[src/rtl/axis_y_reorder.sv]
// axis_y_reorder: buffers one R x C result tile arriving column-wise (last column first) and re-emits it row-major; optional checker macro AXIS_Y_REORDER_CHK_EN adds a sticky s_last framing error flag on port err
module axis_y_reorder #(
  parameter int R  = 2,
  parameter int C  = 2,
  parameter int WY = 10
) (
  input  logic            clk,
  input  logic            rst,
  input  logic            s_valid,
  output logic            s_ready,
  input  logic            s_last,
  input  logic [R*WY-1:0] s_data,
  output logic            m_valid,
  input  logic            m_ready,
  output logic            m_last,
  output logic [C*WY-1:0] m_data
`ifdef AXIS_Y_REORDER_CHK_EN
  ,
  output logic            err
`endif
);
  localparam int CW = C > 1 ? $clog2(C) : 1;
  localparam int RW = R > 1 ? $clog2(R) : 1;
  localparam logic [CW-1:0] C_MAX = CW'(C - 1);
  localparam logic [RW-1:0] R_MAX = RW'(R - 1);
  typedef enum logic {FILL, DRAIN} state_t;
  state_t state, state_n;
  logic [CW-1:0] col_cnt, col_n;
  logic [RW-1:0] row_cnt, row_n;
  logic s_ready_n, m_valid_n, m_last_n;
  logic [C*WY-1:0] m_data_n, row0;
  logic [C*WY-1:0] mem [R];
  logic s_hs, m_hs, last_col, last_row;
  assign s_hs     = s_valid & s_ready;
  assign m_hs     = m_valid & m_ready;
  assign last_col = col_cnt == C_MAX;
  assign last_row = row_cnt == R_MAX;
  // tile storage, written column-reversed so each row reads out with col 0 in the LSBs
  always_ff @(posedge clk)
    if (s_hs)
      for (int r = 0; r < R; r++)
        for (int c = 0; c < C; c++)
          if (C_MAX - col_cnt == CW'(c)) mem[r][c*WY +: WY] <= s_data[r*WY +: WY];
  // next state and next registered outputs; the final fill beat bypasses into row 0
  always_comb begin
    state_n   = state;
    col_n     = col_cnt;
    row_n     = row_cnt;
    s_ready_n = s_ready;
    m_valid_n = m_valid;
    m_last_n  = m_last;
    m_data_n  = m_data;
    row0      = mem[0];
    row0[WY-1:0] = s_data[WY-1:0];
    if (state == FILL) begin
      s_ready_n = 1'b1;
      if (s_hs) begin
        col_n = last_col ? '0 : col_cnt + 1'b1;
        if (last_col) begin
          state_n   = DRAIN;
          s_ready_n = 1'b0;
          m_valid_n = 1'b1;
          m_data_n  = row0;
          m_last_n  = R == 1;
        end
      end
    end else if (m_hs) begin
      row_n    = last_row ? '0 : row_cnt + 1'b1;
      m_data_n = mem[row_n];
      m_last_n = row_n == R_MAX;
      if (last_row) begin
        state_n   = FILL;
        m_valid_n = 1'b0;
        m_last_n  = 1'b0;
        s_ready_n = 1'b1;
      end
    end
  end
  // control and output registers
  always_ff @(posedge clk or posedge rst)
    if (rst) begin
      state   <= FILL;
      col_cnt <= '0;
      row_cnt <= '0;
      s_ready <= 1'b0;
      m_valid <= 1'b0;
      m_last  <= 1'b0;
      m_data  <= '0;
    end else begin
      state   <= state_n;
      col_cnt <= col_n;
      row_cnt <= row_n;
      s_ready <= s_ready_n;
      m_valid <= m_valid_n;
      m_last  <= m_last_n;
      m_data  <= m_data_n;
    end
`ifdef AXIS_Y_REORDER_CHK_EN
  // sticky framing error: s_last must mark exactly the final column beat of a tile
  always_ff @(posedge clk or posedge rst)
    if (rst) err <= 1'b0;
    else if (s_hs && (s_last != last_col)) err <= 1'b1;
`else
  logic unused_s_last;
  assign unused_s_last = s_last;
`endif
endmodule

[config.mk]
export PLATFORM = sky130hd
export DESIGN_NAME = axis_y_reorder
export DESIGN_NICKNAME = d
export VERILOG_FILES = /design/src/rtl/axis_y_reorder.sv
export SDC_FILE = /design/constraint.sdc
export NUM_CORES = 1
export LEC_CHECK = 0
export BUFFER_PORTS_ARGS = -buffer_cell sky130_fd_sc_hd__buf_4
export CORE_MARGIN = 2
export CORE_UTILIZATION = 58
export DETAILED_ROUTE_END_ITERATION = 7
export PLACE_DENSITY_LB_ADDON = 0.25
export SYNTH_ARGS = -nofsm -noshare
export SYNTH_HDL_FRONTEND = slang
export SYNTH_SLANG_ARGS = --single-unit
[constraint.sdc]
create_clock -name clk -period 3.76 [get_ports clk]
set_input_delay 0.752 -clock clk [delete_from_list [all_inputs] [get_ports clk]]
set_output_delay 0.752 -clock clk [all_outputs]
set_load 0.02 [all_outputs]
# Yosys cells after proc, flatten, opt, wreduce, memory -nomap -nowiden
# Memory sizes are Yosys's and may differ from the RTL's.
# Cells that the tools add are included.
# classes
n_addsub,3
eq_ne,2
muxes,32
bitwise_logic,3
n_reduce_logical,7
# ops
op,n
20-bit 2-to-1 mux,4
1-bit 2-to-1 mux,28
2-bit AND reduction,3
"2-bit by 1-bit != test with 1-bit output, second input constant",2
4-bit AND reduction,1
2-bit nonzero test,2
3-bit AND reduction,1
"1-bit adder, second input constant",2
1-bit AND,2
1-bit NOT,1
"1-bit subtractor, first input constant",1
# totals
reg_bits,26
ramBits,40
input_bits,25
out_inout_bits,23
memories,1
# mem_list
memory,depth,width,read_ports,rd_ports_with_merged_regs,write_ports,line,rtl
mem,2,20,2,0,2,32,logic [C*WY-1:0] mem [R];

# Logic depth before layout (Yosys ltp)
# Gate-level depths: netlist of the first run.
# depth
word_depth,5
mapped_depth,5
depth_no_buf,3

# Least setup slack after synthesis of the first run
# No wires, ideal clock.
# synth_path
path_kind,input to register
startpoint,input s_valid
endpoint,memory mem[0][10] in the netlist's numbering (enable)
t_arrival_ns,1.688
required_time_ns,3.363
slack_ns,1.675
cell_stages,2
cell_sequence,nand2_1 > nor2_1
# synth_rtl
item,line,rtl
start: declaration,9,"input logic s_valid,"
end: declaration,32,

# Final worst setup path of the first run
# layout_path
startpoint,input m_ready
endpoint,register m_data[3]
# layout_between
elab_chain_len,3
# layout_lines
item,line,rtl
start: declaration,14,"input logic m_ready,"
1-bit AND,35,assign m_hs = m_valid & m_ready;
2-bit by 1-bit != test with 1-bit output (no source line),-,
3-bit AND reduction (no source line),-,
end signal: assignment,96,m_data <= m_data_n;
end: declaration,16,output logic [C*WY-1:0] m_data
# Every way passes these cells.
# A chain may end at the register's enable or synchronous reset.

==> results.md, run 1 <==
- Initial antenna violation count: 0
- Fin. Hold Viols: 0
- Syn avg cell area: 16.1 um^2
- Die width: 69.5 um
- Multi-input logic area: 581 um^2
- CTS buffer count: 9
- Max-slew headroom: 27.9%
- RSZ-0062 raised after global routing: false
- Peak VDD IR: 0.552 mV
- Status: finished, final reports clean
- Via count: 1484
- Total routed wirelength: 4870 um
- Final TNS setup: 0 ns
- Post-CTS Setup Bufs: 0
- Post-synthesis sequential area ratio: 74.4%
- Worst Path Required: 3.98 ns
- Setup-failing EPs final: 0
- Max Slew Vio Count: 0
- CTS Sinks: 66
- Core Rows: 23
- Post-synthesis register bit count: 66
- Core area: 4060 um^2
- I/O pin total: 48
- Syn Std Cell Area: 2490 um^2
- Cell taking the most area after synthesis: edfxtp_1
- Least-Margin Pin Slew: 1.08 ns
- Post-cts sizing count: 0
- GRT Total Usage: 21.7%
- Synthesized instance count: 155
- Static leakage: 1.31 nW
- Largest net degree at the start of global routing: 27
- Die height: 69.5 um
- H-tree lvl count: 3
- Pre-CTS setup slack: 1.30 ns
- Starting density of the core: 61.4%
- Register area: 1850 um^2
- DRC viols: 0
- DRT iter0 DRCs: 79
- Port bufs: 46
- Hold Path Class: flop to flop
- Clock Root Buffer: clkbuf_8
- Commonest non-fill, non-tap cell in the layout: buf_4
- Leading post-synthesis cells by cell area: edfxtp_1 (48%), dfrtp_1 (26%), mux2i_1 (8.0%)
- # fillers: 253
- WHS: 0.511 ns
- Cell Pwr Density: 859 nW/um^2
- First-pass DRT Iterations: 4
- Final Net Count: 228
- Most frequent cells in the layout: buf_4 (46), edfxtp_1 (40), dfrtp_1 (26)
- Skew-Pair Late Insertion Delay: 0.33 ns
- Area grow syn2layout: 23.2%
- Max Cap Viol: 0
- Synthesized net count: 180
- Max FO, Critical Path: 23
- ANT nets after route: 0
- WP data arrival: 2.35 ns
- Setup CP Type: input pin to flop
- TritonCTS clock tree: built
- CP startpoint kind: input pin
- CTS max path bufs: 2
- # hold bufs at CTS: 0
- Layout cell share with drive strength beyond 1: 30.3%
- Gp weighted congestion: 0.784
- DR vias/cell: 5.75
- Period minus WS final: 2.14 ns
- CTS clk-pin slew, worst paths: 0.07 ns
- Grt ovf: 0
- Netlist cell types: 24
- Diodes inserted: 0
- First-pass GRT wire length: 7640 um
- Final worst clock skew: 0.00498 ns
- Post-route worst setup slack: 1.62 ns
- Routed WL per cell: 18.9 um
- FMAX: 468 MHz
- Synth warn: 0
- Post-DP HPWL: 2990 um
- Final Cycle Share: 56.8%
- Die ar.: 4830 um^2
- Crit end category: flop
- Vias in the first global route: 1483
- Post-synth top area share: 48.2%
-- per-stage QoR --
stage	utilization (%)	std cells	cell area (um^2)	power, mW
finish	75.6	258	3070	2.63
detailed placement	70.1	242	2840	1.99
floorplan	-	155	2490	1.69
CTS	75.6	258	3070	2.65
global placement	70.1	242	2840	1.95
global route	75.6	258	3070	2.75
-- critical path: stages --
cell     delay (ns)
buf_4          0.10
nand3_2        0.43
and2_1         0.65
a221o_1        0.41
-- registers in the layout, summed over array words and instances (netlist names) --
name      cells
s_ready       1
state         1
m_valid       1
m_data       20
col_cnt       1
last_row      1
m_last        1
mem          40
-- per-layer routing --
layer	wire length (um)	GRT usage (%)
met1	1970	27.3
met2	2490	34.3
met3	313	5.23
met4	104	13.1
met5	0	0
-- cells by family (layout without fill, tap and decap cells) --
group,count (synthesis),in the layout,synth area share [%]
multiplexers,20,20,8.04
buffers and inverters,10,63,2.41
AND/OR/NAND/NOR,34,34,7.44
XOR/XNOR,2,2,0.704
AO/OA/AOI/OAI,23,23,7.04
flip-flops,66,66,74.4
-- area by class of cell --
type / instances / share of cell area, %
repair buffers: 46 / 11.3
inverters: 1 / 0.122
clock inverters: 2 / 1.96
well taps: 50 / 2.04
multi-input cells: 79 / 18.9
clock buffers: 14 / 5.30
flip-flops and latches: 66 / 60.4
-- power breakdown --
part	switching (mW)	internal [mW]
Clock	0.250	0.411
Sequential	0.157	1.02
Combinational	0.441	0.359
-- cells in the mapped netlist --
master     instances
edfxtp_1          40
dfrtp_1           26
mux2i_1           20
nor2_1            12
nand3_1           11
a221o_1           10
o21ai_0           10
nand2_1            5
buf_2              3
clkbuf_1           3
buf_6              2
a2bb2oi_1          1
and2_1             1
and2b_1            1
and3_4             1
buf_4              1
inv_1              1
nand3_2            1
nand4b_4           1
o21a_1             1
o2bb2ai_1          1
or2b_1             1
xnor2_1            1
xor2_1             1
-- worst paths after layout --
kind,from,end,slack [ns],cells past startpoint
setup reg to reg,state,m_data[3],1.65,3
hold / removal,m_last,m_last,0.51,1
min in group asynchronous,rst,m_data[2],0.69,2
setup / recovery,m_ready,m_data[3],1.62,4
max in group asynchronous,rst,m_data[18],2.42,2
hold reg to reg,m_last,m_last,0.51,1
No activity file was read; power rests on OpenSTA's default activity.
==> run 2: changes to the inputs <==
--- a/config.mk
+++ b/config.mk
@@ -7,7 +7,7 @@
 export LEC_CHECK = 0
 export BUFFER_PORTS_ARGS = -buffer_cell sky130_fd_sc_hd__buf_4
 export CORE_MARGIN = 2
-export CORE_UTILIZATION = 58
+export CORE_UTILIZATION = 54
 export DETAILED_ROUTE_END_ITERATION = 7
 export PLACE_DENSITY_LB_ADDON = 0.25
 export SYNTH_ARGS = -nofsm -noshare
==> constraint.sdc (replaced) <==
create_clock -name clk -period 2.25 [get_ports clk]
set_input_delay 0.45 -clock clk [delete_from_list [all_inputs] [get_ports clk]]
set_output_delay 0.45 -clock clk [all_outputs]
set_load 0.02 [all_outputs]
==> run 2 against run 1 <==
Against the previous run:
- sequential power increased by 62%
- largest cell class unchanged
- worst hold slack got worse by 0.33 ns
- non-clock buffer count increased by 4
==> results.md, run 2 (synthesized netlist as in run 1, its figures left out) <==
- Max incr delay on CP: 0.48 ns
- Largest regs: mem (40), m_data (20)
- Starting density of the core: 56.8%
- GRT Total Usage: 21.0%
- WHS: 0.184 ns
- Area grow syn2layout: 23.5%
- Total routed wirelength: 4870 um
- Final TNS setup: 0 ns
- Least-Margin Pin Slew: 0.781 ns
- Commonest non-fill, non-tap cell in the layout: buf_4
- Diodes inserted: 0
- ANT nets after route: 0
- First-pass GRT wire length: 7820 um
- CP Cell Sequence: nand4b_4 > and2_1 > a221o_1
- Post-cts sizing count: 0
- Multi-input logic area: 581 um^2
- Die height: 71.9 um
- H-tree lvl count: 3
- DRT iter0 DRCs: 129
- CTS max path bufs: 2
- Worst Path Required: 2.46 ns
- Via count: 1498
- Die width: 71.9 um
- Status: finished, final reports clean
- Initial antenna violation count: 0
- Port bufs: 46
- WP data arrival: 2.01 ns
- Die ar.: 5170 um^2
- Post-CTS Setup Bufs: 0
- TritonCTS clock tree: built
- Layout cell share with drive strength beyond 1: 31.6%
- Final Cycle Share: 80.1%
- Post-placement cell count: 248
- Design area: 3070 um^2
- Largest net degree at the start of global routing: 27
- Max Cap Viol: 0
- Static leakage: 1.32 nW
- First-pass DRT Iterations: 4
- Peak VDD IR: 0.639 mV
- Buffers & Inverters on Critical Path: 0
- # fillers: 327
- Grt ovf: 0
- CTS clk-pin slew, worst paths: 0.07 ns
- Gp weighted congestion: 0.725
- Max-slew headroom: 47.9%
- Hold Path Class: input pin to asynchronous set/reset pin
- CTS Sinks: 66
- DRC viols: 0
- CTS buffer count: 9
- Final worst clock skew: 0.00722 ns
- Skew-Pair Late Insertion Delay: 0.33 ns
- RSZ-0062 raised after global routing: false
- FMAX: 555 MHz
- Vias in the first global route: 1536
- Cell Pwr Density: 1400 nW/um^2
- # hold bufs at CTS: 0
- Non-filler cells, final: 264
- Post-DP HPWL: 3040 um
- Core Rows: 24
- Clock Root Buffer: clkbuf_8
- Max FO, Critical Path: 21
- Fin. Hold Viols: 0
- I/O pin total: 48
- Dpl cell area: 2880 um^2
- Routed WL per cell: 18.4 um
- DR vias/cell: 5.67
- Top reg by flops: mem
- Core area: 4380 um^2
- Setup-failing EPs final: 0
- Setup CP Type: flop to flop
- Final Net Count: 232
- CP startpoint kind: flop
- Max reg flops: 40
- Most frequent cells in the layout: buf_4 (50), edfxtp_1 (40), dfrtp_1 (26)
- Critical path's slowest cell: and2_1
- Crit end category: flop
- Register area: 1850 um^2
- Period minus WS final: 1.80 ns
- Top delay family on crit path: simple AND/OR/NAND/NOR gates
- Max Slew Vio Count: 0
-- run 2: cell count changes in the layout (fill, tap and decap cells not counted) --
cell	delta
bufinv_16	-1
buf_4	+4
clkinv_2	+1
-- run 2: worst reg2reg max path, delay by kind of cell, from the launching register on --
family	cells	cell delay, ns
simple gates	2	0.81
compound gates	1	0.42
flops	1	0.46
-- run 2: layer usage --
metal / wire length (um) / vias up / share of wire, % / GRT usage [%]
met2: 2420 / 59 / 50 / 32.4
li1: - / 691 / - / -
met3: 335 / 11 / 6.9 / 4.31
met1: 2000 / 737 / 41 / 27.8
met5: 0 / - / 0 / 0
met4: 110 / 0 / 2.3 / 12.6
-- run 2: cell type report --
class / instances / share of cell area, %
Tap cell: 52 / 2.12
Inverter: 1 / 0.122
Multi-Input combinational cell: 79 / 18.9
Sequential cell: 66 / 60.2
Clock buffer: 14 / 5.29
Clock inverter: 2 / 1.14
Timing Repair Buffer: 50 / 12.2
-- run 2: path summary, 6_finish.rpt --
check                      startpoint    endpoint  slack (ns)  depth (start not counted)
setup reg to reg                state   m_data[0]        0.45                          3
hold reg to reg                m_last      m_last        0.51                          1
max in group asynchronous         rst  m_data[16]        1.80                          3
setup / recovery                state   m_data[0]        0.45                          3
hold / removal                    rst   m_data[7]        0.18                          3
min in group clk           s_data[17]   mem[1][7]        0.30                          1
-- run 2: power breakdown --
| group | internal [mW] | switching [mW] |
|---|---|---|
| logic | 0.621 | 0.792 |
| registers | 1.70 | 0.199 |
| clock network | 0.572 | 0.406 |
-- run 2: through the flow --
stage	power (mW)	utilization (%)	worst slack, ns
2_1_floorplan	2.82	-	0.351
3_3_place_gp	3.29	65.6	0.428
3_5_place_dp	3.34	65.6	0.407
4_1_cts	4.33	70.1	0.449
5_1_grt	4.51	70.1	0.259
6_report	4.29	70.1	0.449
